`src/rtl/logic_unit_arbiter_pkg.sv`:
```
// Shared widths, opcode encodings, FSM states and the latched request record
// for the two-requester logic-unit arbiter.
package logic_unit_pkg;

  localparam int WIDTH = 32;
  localparam int OP_W  = 3;

  localparam logic [OP_W-1:0] OP_AND  = 3'b000;
  localparam logic [OP_W-1:0] OP_OR   = 3'b001;
  localparam logic [OP_W-1:0] OP_XOR  = 3'b010;
  localparam logic [OP_W-1:0] OP_NAND = 3'b011;
  localparam logic [OP_W-1:0] OP_NOR  = 3'b100;
  localparam logic [OP_W-1:0] OP_XNOR = 3'b101;
  localparam logic [OP_W-1:0] OP_NOTA = 3'b110;
  localparam logic [OP_W-1:0] OP_RSVD = 3'b111;

  typedef enum logic [1:0] {
    ST_IDLE = 2'd0,
    ST_EXEC = 2'd1,
    ST_RESP = 2'd2
  } state_e;

  typedef struct packed {
    logic [OP_W-1:0]  op;
    logic [WIDTH-1:0] a;
    logic [WIDTH-1:0] b;
    logic             id;
  } req_t;

endpackage

```
`src/rtl/logic_unit_arbiter_if.sv`:
```
// Request/response bundle between the two ALU requesters, the result consumer
// and the arbiter. master = requesters + consumer side, slave = arbiter side.
interface logic_unit_arbiter_if;
  import logic_unit_pkg::*;

  logic             req0_valid;
  logic             req0_ready;
  logic [OP_W-1:0]  req0_op;
  logic [WIDTH-1:0] req0_a;
  logic [WIDTH-1:0] req0_b;

  logic             req1_valid;
  logic             req1_ready;
  logic [OP_W-1:0]  req1_op;
  logic [WIDTH-1:0] req1_a;
  logic [WIDTH-1:0] req1_b;

  logic             rsp_valid;
  logic             rsp_ready;
  logic             rsp_id;
  logic [WIDTH-1:0] rsp_data;
  logic             rsp_zero;
  logic             rsp_err;
  logic             busy;

  modport master (
    output req0_valid, req0_op, req0_a, req0_b,
    output req1_valid, req1_op, req1_a, req1_b,
    output rsp_ready,
    input  req0_ready, req1_ready,
    input  rsp_valid, rsp_id, rsp_data, rsp_zero, rsp_err, busy
  );

  modport slave (
    input  req0_valid, req0_op, req0_a, req0_b,
    input  req1_valid, req1_op, req1_a, req1_b,
    input  rsp_ready,
    output req0_ready, req1_ready,
    output rsp_valid, rsp_id, rsp_data, rsp_zero, rsp_err, busy
  );

endinterface

```
`src/rtl/logic_unit_arbiter_core.sv`:
```
// Purely combinational bitwise logic core; the reserved opcode yields zero
// with the error flag set.
module logic_core
  import logic_unit_pkg::*;
(
  input  logic [OP_W-1:0]  op_i,
  input  logic [WIDTH-1:0] a_i,
  input  logic [WIDTH-1:0] b_i,
  output logic [WIDTH-1:0] result_o,
  output logic             err_o
);

  // NOTE: every output gets a default before the case so no path leaves it
  // unassigned, which would otherwise infer a latch.
  always_comb begin
    result_o = '0;
    err_o    = 1'b0;
    case (op_i)
      OP_AND:  result_o = a_i & b_i;
      OP_OR:   result_o = a_i | b_i;
      OP_XOR:  result_o = a_i ^ b_i;
      OP_NAND: result_o = ~(a_i & b_i);
      OP_NOR:  result_o = ~(a_i | b_i);
      OP_XNOR: result_o = ~(a_i ^ b_i);
      OP_NOTA: result_o = ~a_i;
      default: err_o    = 1'b1;
    endcase
  end

endmodule

```
`src/rtl/logic_unit_arbiter.sv`:
```
// Round-robin arbiter sharing one logic core between two requesters:
// IDLE accepts one op, EXEC evaluates it, RESP holds the tagged result.
module logic_unit_arbiter
  import logic_unit_pkg::*;
(
  input  logic                 clk,
  input  logic                 rst,
  logic_unit_arbiter_if.slave  lu_if
);

  state_e           state_q, state_d;
  logic             last_grant_q, last_grant_d;
  req_t             req_q, req_d;
  logic [WIDTH-1:0] rsp_data_q, rsp_data_d;
  logic             rsp_zero_q, rsp_zero_d;
  logic             rsp_err_q, rsp_err_d;
  logic             rsp_valid_q, rsp_valid_d;

  logic             grant_valid;
  logic             grant_id;
  logic [WIDTH-1:0] core_result;
  logic             core_err;

  // With both requesting, the one not served last wins; a lone requester always wins.
  always_comb begin
    grant_valid = (state_q == ST_IDLE) && (lu_if.req0_valid || lu_if.req1_valid);
    if (lu_if.req0_valid && lu_if.req1_valid) grant_id = ~last_grant_q;
    else                                      grant_id = lu_if.req1_valid;
  end

  logic_core u_core (
    .op_i     (req_q.op),
    .a_i      (req_q.a),
    .b_i      (req_q.b),
    .result_o (core_result),
    .err_o    (core_err)
  );

  always_comb begin
    state_d      = state_q;
    last_grant_d = last_grant_q;
    req_d        = req_q;
    rsp_data_d   = rsp_data_q;
    rsp_zero_d   = rsp_zero_q;
    rsp_err_d    = rsp_err_q;
    rsp_valid_d  = rsp_valid_q;
    case (state_q)
      ST_IDLE: begin
        if (grant_valid) begin
          req_d.id     = grant_id;
          req_d.op     = grant_id ? lu_if.req1_op : lu_if.req0_op;
          req_d.a      = grant_id ? lu_if.req1_a  : lu_if.req0_a;
          req_d.b      = grant_id ? lu_if.req1_b  : lu_if.req0_b;
          last_grant_d = grant_id;
          state_d      = ST_EXEC;
        end
      end
      ST_EXEC: begin
        rsp_data_d  = core_result;
        rsp_zero_d  = (core_result == '0);
        rsp_err_d   = core_err;
        rsp_valid_d = 1'b1;
        state_d     = ST_RESP;
      end
      ST_RESP: begin
        if (lu_if.rsp_ready) begin
          rsp_valid_d = 1'b0;
          state_d     = ST_IDLE;
        end
      end
      default: state_d = ST_IDLE;
    endcase
  end

  // NOTE: state registers use non-blocking assignments so every flop samples
  // pre-edge values regardless of statement order.
  always_ff @(posedge clk or posedge rst) begin
    if (rst) begin
      state_q      <= ST_IDLE;
      last_grant_q <= 1'b1;
      req_q        <= '0;
      rsp_data_q   <= '0;
      rsp_zero_q   <= 1'b0;
      rsp_err_q    <= 1'b0;
      rsp_valid_q  <= 1'b0;
    end else begin
      state_q      <= state_d;
      last_grant_q <= last_grant_d;
      req_q        <= req_d;
      rsp_data_q   <= rsp_data_d;
      rsp_zero_q   <= rsp_zero_d;
      rsp_err_q    <= rsp_err_d;
      rsp_valid_q  <= rsp_valid_d;
    end
  end

  assign lu_if.req0_ready = grant_valid && !grant_id;
  assign lu_if.req1_ready = grant_valid &&  grant_id;
  assign lu_if.rsp_valid  = rsp_valid_q;
  assign lu_if.rsp_id     = req_q.id;
  assign lu_if.rsp_data   = rsp_data_q;
  assign lu_if.rsp_zero   = rsp_zero_q;
  assign lu_if.rsp_err    = rsp_err_q;
  assign lu_if.busy       = (state_q != ST_IDLE);

endmodule

```
`src/flat_wrapper.sv`:
```
// flat-port wrapper written by rule: the top's interface ports become plain ports
module logic_unit_arbiter_flat import logic_unit_pkg::*;
  (clk, rst, lu_if_req0_valid, lu_if_req0_op, lu_if_req0_a, lu_if_req0_b, lu_if_req1_valid, lu_if_req1_op, lu_if_req1_a, lu_if_req1_b, lu_if_rsp_ready, lu_if_req0_ready, lu_if_req1_ready, lu_if_rsp_valid, lu_if_rsp_id, lu_if_rsp_data, lu_if_rsp_zero, lu_if_rsp_err, lu_if_busy);
  logic_unit_arbiter_if lu_if_i ();
  input  logic clk;
  input  logic rst;
  input wire logic [$bits(lu_if_i.req0_valid)-1:0] lu_if_req0_valid;
  input wire logic [$bits(lu_if_i.req0_op)-1:0] lu_if_req0_op;
  input wire logic [$bits(lu_if_i.req0_a)-1:0] lu_if_req0_a;
  input wire logic [$bits(lu_if_i.req0_b)-1:0] lu_if_req0_b;
  input wire logic [$bits(lu_if_i.req1_valid)-1:0] lu_if_req1_valid;
  input wire logic [$bits(lu_if_i.req1_op)-1:0] lu_if_req1_op;
  input wire logic [$bits(lu_if_i.req1_a)-1:0] lu_if_req1_a;
  input wire logic [$bits(lu_if_i.req1_b)-1:0] lu_if_req1_b;
  input wire logic [$bits(lu_if_i.rsp_ready)-1:0] lu_if_rsp_ready;
  output wire logic [$bits(lu_if_i.req0_ready)-1:0] lu_if_req0_ready;
  output wire logic [$bits(lu_if_i.req1_ready)-1:0] lu_if_req1_ready;
  output wire logic [$bits(lu_if_i.rsp_valid)-1:0] lu_if_rsp_valid;
  output wire logic [$bits(lu_if_i.rsp_id)-1:0] lu_if_rsp_id;
  output wire logic [$bits(lu_if_i.rsp_data)-1:0] lu_if_rsp_data;
  output wire logic [$bits(lu_if_i.rsp_zero)-1:0] lu_if_rsp_zero;
  output wire logic [$bits(lu_if_i.rsp_err)-1:0] lu_if_rsp_err;
  output wire logic [$bits(lu_if_i.busy)-1:0] lu_if_busy;
  assign lu_if_i.req0_valid = lu_if_req0_valid;
  assign lu_if_i.req0_op = lu_if_req0_op;
  assign lu_if_i.req0_a = lu_if_req0_a;
  assign lu_if_i.req0_b = lu_if_req0_b;
  assign lu_if_i.req1_valid = lu_if_req1_valid;
  assign lu_if_i.req1_op = lu_if_req1_op;
  assign lu_if_i.req1_a = lu_if_req1_a;
  assign lu_if_i.req1_b = lu_if_req1_b;
  assign lu_if_i.rsp_ready = lu_if_rsp_ready;
  assign lu_if_req0_ready = lu_if_i.req0_ready;
  assign lu_if_req1_ready = lu_if_i.req1_ready;
  assign lu_if_rsp_valid = lu_if_i.rsp_valid;
  assign lu_if_rsp_id = lu_if_i.rsp_id;
  assign lu_if_rsp_data = lu_if_i.rsp_data;
  assign lu_if_rsp_zero = lu_if_i.rsp_zero;
  assign lu_if_rsp_err = lu_if_i.rsp_err;
  assign lu_if_busy = lu_if_i.busy;
  logic_unit_arbiter u_core (.clk(clk), .rst(rst), .lu_if(lu_if_i));
endmodule
```
`config.mk`:
```
export PLATFORM = sky130hd
export DESIGN_NAME = logic_unit_arbiter_flat
export DESIGN_NICKNAME = d
export VERILOG_FILES = /design/src/rtl/logic_unit_arbiter_pkg.sv /design/src/rtl/logic_unit_arbiter_if.sv /design/src/rtl/logic_unit_arbiter_core.sv /design/src/rtl/logic_unit_arbiter.sv /design/src/flat_wrapper.sv
export SDC_FILE = /design/constraint.sdc
export NUM_CORES = 1
export LEC_CHECK = 0
export BUFFER_PORTS_ARGS = -buffer_cell sky130_fd_sc_hd__buf_2
export CORE_MARGIN = 1.5
export CORE_UTILIZATION = 50
export CTS_BUF_LIST = sky130_fd_sc_hd__clkbuf_2 sky130_fd_sc_hd__clkbuf_4 sky130_fd_sc_hd__clkbuf_8
export DETAILED_ROUTE_END_ITERATION = 8
export PLACE_DENSITY = 0.88
export SLEW_MARGIN = 10
export SYNTH_ARGS = -nofsm -noshare
export SYNTH_HDL_FRONTEND = slang
export SYNTH_SLANG_ARGS = --single-unit
```
`constraint.sdc`:
```
create_clock -name clk -period 3.75 [get_ports clk]
set_input_delay 0.5625 -clock clk [delete_from_list [all_inputs] [get_ports clk]]
set_output_delay 0.5625 -clock clk [all_outputs]
set_load 0.005 [all_outputs]
```
# Yosys cells after proc, flatten, opt, wreduce, memory -nomap -nowiden
# Cells that the tools add are included.
totals:
  regBits: 106
  out_inout_bits: 39
  elab_cells: 54
  in_bits: 139
classes:
  n_mux: 11
  bitwise: 8
  reduce_logical: 15
  n_eq_ne: 10
ops:
  columns: ["operator", "count"]
  rows:
  - ["$pmux 32 s7", 1]
  - ["$not 32->32", 4]
  - ["$mux 32", 2]
  - ["$and 32x32->32", 1]
  - ["$logic_not 32->1", 1]
  - ["$or 32x32->32", 1]
  - ["$xor 32x32->32", 1]
  - ["$eq 3x3->1 const B", 3]
  - ["$reduce_or 7->1", 1]
  - ["$eq 3x2->1 const B", 2]
  - ["$pmux 2 s3", 1]
  - ["$reduce_and 2->1", 3]
  - ["$logic_and 1x1->1", 4]
  - ["$mux 2", 2]
  - ["$reduce_bool 2->1", 2]
  - ["$eq 3x1->1 const B", 1]
  - ["$logic_not 3->1", 1]
  - ["$mux 1", 3]
  - ["$mux 3", 1]
  - ["$eq 2x1->1 const B", 1]
  - ["$eq 2x2->1 const B", 1]
  - ["$logic_not 2->1", 1]
  - ["$ne 2x1->1 const B", 1]
  - ["$ne 2x2->1 const B", 1]
  - ["other kinds (4)", 4]

# Logic depth before layout (Yosys ltp)
depth:
  ltp_word: 4
  mapped_depth: 10
  depth_no_buf: 9

# By module
# A second synthesis with hierarchy kept.
hier_totals:
  hier_cells: 717
  area_unflattened_um2: 7407.1
by_module_without_submodules:
  columns: ["module", "area_each_um2", "cells_each", "seq_area_each_um2", "instances"]
  rows:
  - ["logic_unit_arbiter", 4546.9, 338, 2653.8, 1]
  - ["logic_core", 2860.2, 379, 0.0, 1]

# Worst setup path before layout
# OpenSTA, ideal clock, no wires.
synth_timing:
  kind: "flip-flop to flip-flop"
  startpoint: "register u_core.req_q[21] (netlist name)"
  endpoint: "register u_core.rsp_zero_q (netlist: u_core.lu_if.rsp_zero)"
  period_less_slack_ns: 2.020
  setup_time_ns: 0.068
  required_time_ns: 3.682
  arrival_ns: 1.953
  path_stages_with_launch: 9
  setup_slack_ns: 1.730
  path_buffers: 0
  cell_sequence: "dfrtp_1 > inv_1 > ha_1 > mux4_2 > nor2_2 > a22oi_1 > a2111oi_2 > and4_1 > a32o_1"
synth_between:
  elab_chain_cells: 4
  elab_cells_between_ends: 8
  cone_classes: "mux (1); bitwise (6); reduce/logical (1)"
synth_rtl:
  columns: ["element", "line_no", "source"]
  rows:
  - ["from (decl)", "logic_unit_arbiter.sv:13", "req_t req_q, req_d;"]
  - ["from (signal assigned)", "logic_unit_arbiter.sv:89", "req_q <= req_d;"]
  - ["$xor 32x32->32, or another cell as far along", "logic_unit_arbiter_core.sv:21, logic_unit_arbiter_core.sv:24", null]
  - ["$not 32->32 (on tied branches)", "logic_unit_arbiter_core.sv:24, logic_unit_arbiter_core.sv:22, logic_unit_arbiter_core.sv:23", null]
  - ["$pmux 32 s7 (*)", "logic_unit_arbiter_core.sv:18", "case (op_i)"]
  - ["$logic_not 32->1 (*)", "logic_unit_arbiter.sv:60", "rsp_zero_d = (core_result == '0);"]
  - ["to (signal assigned)", "logic_unit_arbiter.sv:91", "rsp_zero_q <= rsp_zero_d;"]
  - ["to (decl)", "logic_unit_arbiter.sv:15", "logic rsp_zero_q, rsp_zero_d;"]
# Mark *: on every way between the ends. The rest lies on a longest branch, timed or not.
# A chain may end at the register's enable or synchronous reset.

# Worst setup path after layout
layout_timing:
  startpoint: "register u_core.req_q[67] (netlist name)"
  endpoint: "register u_core.rsp_zero_q (netlist: u_core.lu_if.rsp_zero)"
layout_between:
  elab_chain_cells: 3
  elab_cells_between_ends: 9
  cone_classes: "eq/ne (6); mux (1); reduce/logical (2)"
layout_rtl:
  columns: ["element", "line_no"]
  rows:
  - ["$eq 3x3->1, or another cell as far along", "logic_unit_arbiter_core.sv:18"]
  - ["$pmux 32 s7 (*)", "logic_unit_arbiter_core.sv:18"]
  - ["$logic_not 32->1 (*)", "logic_unit_arbiter.sv:60"]
# Marks and branches as above.

==> qor.yml <==
htree_levels: 3
track_usage_pct: 26.1
rows: 43
postSynthAreaPerCell_um2: 9.58
yosysSeqAreaShare_pct: 36.6
grt_pass1_vias: 6003
cts_buffer_depth: 2
tritoncts: "built"
firstDrtPassIters: 8
worst_setup_path_start_kind: "flip-flop"
ios: 178
synth.yosys.warnings: 0
cts_root_buf: "clkbuf_8"
drive_gt1_share_pct: 27.0
antenna_found_initial: 0
cts_resized: 0
dpl.cell_count: 1073
place_congestion: 0.937
rrSetupSlack_ps: 880
fin_area_um2: 8460
instances_no_fill: 1089
synth_nets: 960
end_kind: "flip-flop"
cp_max_fo: 40
grt_overflow: 0
max_cap_violations: 0
die_y_um: 123
rr_endpoint: "u_core.lu_if.rsp_zero"
synthCells: 757
num-nets-final: 1107
p_total_mw: 8.05
antenna_cells: 0
r2r-start: "u_core.req_q[67]"
async_reset_ff_share_pct: 100
max_freq_mhz: 349
holdBufCountCts: 0
register_area_um2: 2660
status: "finished clean"
finalHoldViolCount: 0
dpl_cell_area_um2: 8210
critPathKind: "reg -> reg"
areaGrowthSynthToFinish_pct: 16.8
cts_made_buffers: 9
nFillCells: 1207
p_leak_nw: 4.47
die_w_um: 123
wirelength_um: 19500
initial_utilization_pct: 51.6
grt_pass1_wl_um: 30500
via_per_inst: 6.07
dpl.hpwl_um: 14700
synth.distinct_cells: 60
dieArea_um2: 15200
maxSlewViolCount: 0
rsz0062_at_grt: "false"
clock_skew_ps: 13.6
layout.cells.most_common: "buf_2"
pre_cts_ws_ps: 1020
reg2reg_depth: 7
setup_tns_ps: 0
wl_per_cell_um: 17.9
synth_seq_cells: 106
grt_max_degree: 70
clk_pin_slew_ps: 100
synth_area_um2: 7250
max_slew_margin_pct: 46.3
worstSkewPairLatency_ps: 400
vdd_drop_max_mv: 0.398
fin_crit_ps: 2870
hold_class: "in -> async"
final-setup-viol-count: 0
finalWorstSetupSlack_ps: 881
core_um2: 14000
drc: 0
synth_edf_count: 0
worstPathRequired_ps: 4090
final_cell_mix: "177 x buf_2, 140 x inv_1, 102 x dfrtp_1, 69 x a222oi_1, 64 x ha_1"
ys.flop_type: "dfrtp_1"
cts_setup_buffers: 0
final_antenna_net_count: 0
num_vias: 6612
worst_pin_slew_ps: 803
p_per_area_nw_per_um2: 951
multi_input_area_um2: 3780
arrival_ps: 3210
drtIter0Drc: 965
cts_sinks: 106
fin_crit_sh_pct: 76.5
port_buffers: 177
-- worst max-delay path by stage --
stage                     depth (start not counted)               from                  endpoint  slack, ps
after floorplan                                   1                rst  u_core.lu_if.rsp_data[0]        400
after global placement                            8   u_core.req_q[67]     u_core.lu_if.rsp_zero       1040
after detailed placement                          7   u_core.req_q[67]     u_core.lu_if.rsp_zero       1020
after CTS                                         5  u_core.state_q[0]          lu_if_req0_ready        930
after global routing                              7   u_core.req_q[67]     u_core.lu_if.rsp_zero        690
final                                             7   u_core.req_q[67]     u_core.lu_if.rsp_zero        880
-- metal layers --
metal	wire (um)	vias up	part of all wire [%]	global-route usage (%)
met5	0	-	0	0
met3	1430	33	7.3	4.20
li1	-	3083	-	-
met2	9350	294	48	39.8
met1	8290	3202	43	37.3
met4	426	0	2.2	9.77
-- through the flow --
stage	hold WS [ps]	utilization, %
4_1_cts	298	60.3
6_report	277	60.3
3_5_place_dp	462	58.5
2_1_floorplan	463	-
3_3_place_gp	451	58.5
5_1_grt	347	60.3
-- layout make-up --
type,count,area share [%]
Multi-Input combinational cell,452,44.7
Inverter,142,6.36
Tap cell,180,2.66
Clock inverter,4,1.15
Clock buffer,12,1.88
Sequential cell,106,31.4
Timing Repair Buffer,193,11.9
-- cell usage after synthesis (3+ instances only) --
| master | number | area share, % |
|---|---|---|
| a222oi_1 | 69 | 9.5 |
| buf_4 | 8 | 0.83 |
| a22oi_1 | 9 | 0.93 |
| nand3b_1 | 3 | 0.31 |
| o31ai_1 | 3 | 0.31 |
| buf_6 | 5 | 0.78 |
| mux2_2 | 18 | 2.8 |
| clkbuf_1 | 28 | 1.4 |
| inv_1 | 141 | 7.3 |
| a221oi_1 | 6 | 0.72 |
| mux2i_1 | 38 | 5.2 |
| nor2_1 | 30 | 1.6 |
| a21o_1 | 3 | 0.31 |
| a21oi_1 | 14 | 0.97 |
| and3b_1 | 3 | 0.36 |
| mux4_2 | 4 | 1.2 |
| a211oi_1 | 7 | 0.72 |
| o221ai_1 | 9 | 1.1 |
| a22o_1 | 16 | 1.9 |
| o21ai_0 | 34 | 2.3 |
| o311ai_0 | 3 | 0.36 |
| o22ai_1 | 9 | 0.78 |
| dfrtp_1 | 105 | 36 |
| nand2_1 | 38 | 2.0 |
| ha_1 | 64 | 11 |
| buf_2 | 14 | 0.97 |
| nor2b_1 | 11 | 0.95 |
| a311o_1 | 7 | 0.97 |
| nand2b_1 | 7 | 0.60 |
| nand3_1 | 5 | 0.35 |
| a31oi_1 | 8 | 0.69 |
-- worst max-delay path, stage by stage (launching register included) --
cell and delay (ps):
dfrtp_2 880, inv_4 300, nand3_1 460, o221ai_1 320
a21oi_1 220, nand4_1 110, nor4b_1 300, a32o_1 220
-- logic make-up (layout without fill, tap and decap cells) --
logic type / count (synthesis) / after routing / synth area share, %
adders and majority gates: 64 / 64 / 11.0
DFF: 106 / 106 / 36.6
muxes: 60 / 60 / 9.29
and+or+nand+nor: 114 / 114 / 7.72
AOI/OAI and AO/OA: 214 / 214 / 23.8
buffers and inverters: 199 / 351 / 11.5
-- registers in the layout, summed over array words and instances (netlist names) --
register / cells
u_core.last_grant_q: 1
u_core.lu_if.rsp_err: 1
u_core.lu_if.rsp_data: 32
u_core.lu_if.rsp_zero: 1
u_core.lu_if.rsp_valid: 1
u_core.state_q: 2
u_core.req_q: 67
u_core.lu_if.rsp_id: 1
-- power by group --
part | switching, mW | internal (mW) | leakage (nW) | total, mW
Clock | 0.387 | 0.487 | 0.126 | 0.874
Sequential | 0.670 | 1.69 | 1.31 | 2.36
Combinational | 2.67 | 2.14 | 3.03 | 4.81
Total | 3.72 | 4.33 | 4.47 | 8.05
(Power assumes the default switching activity.)
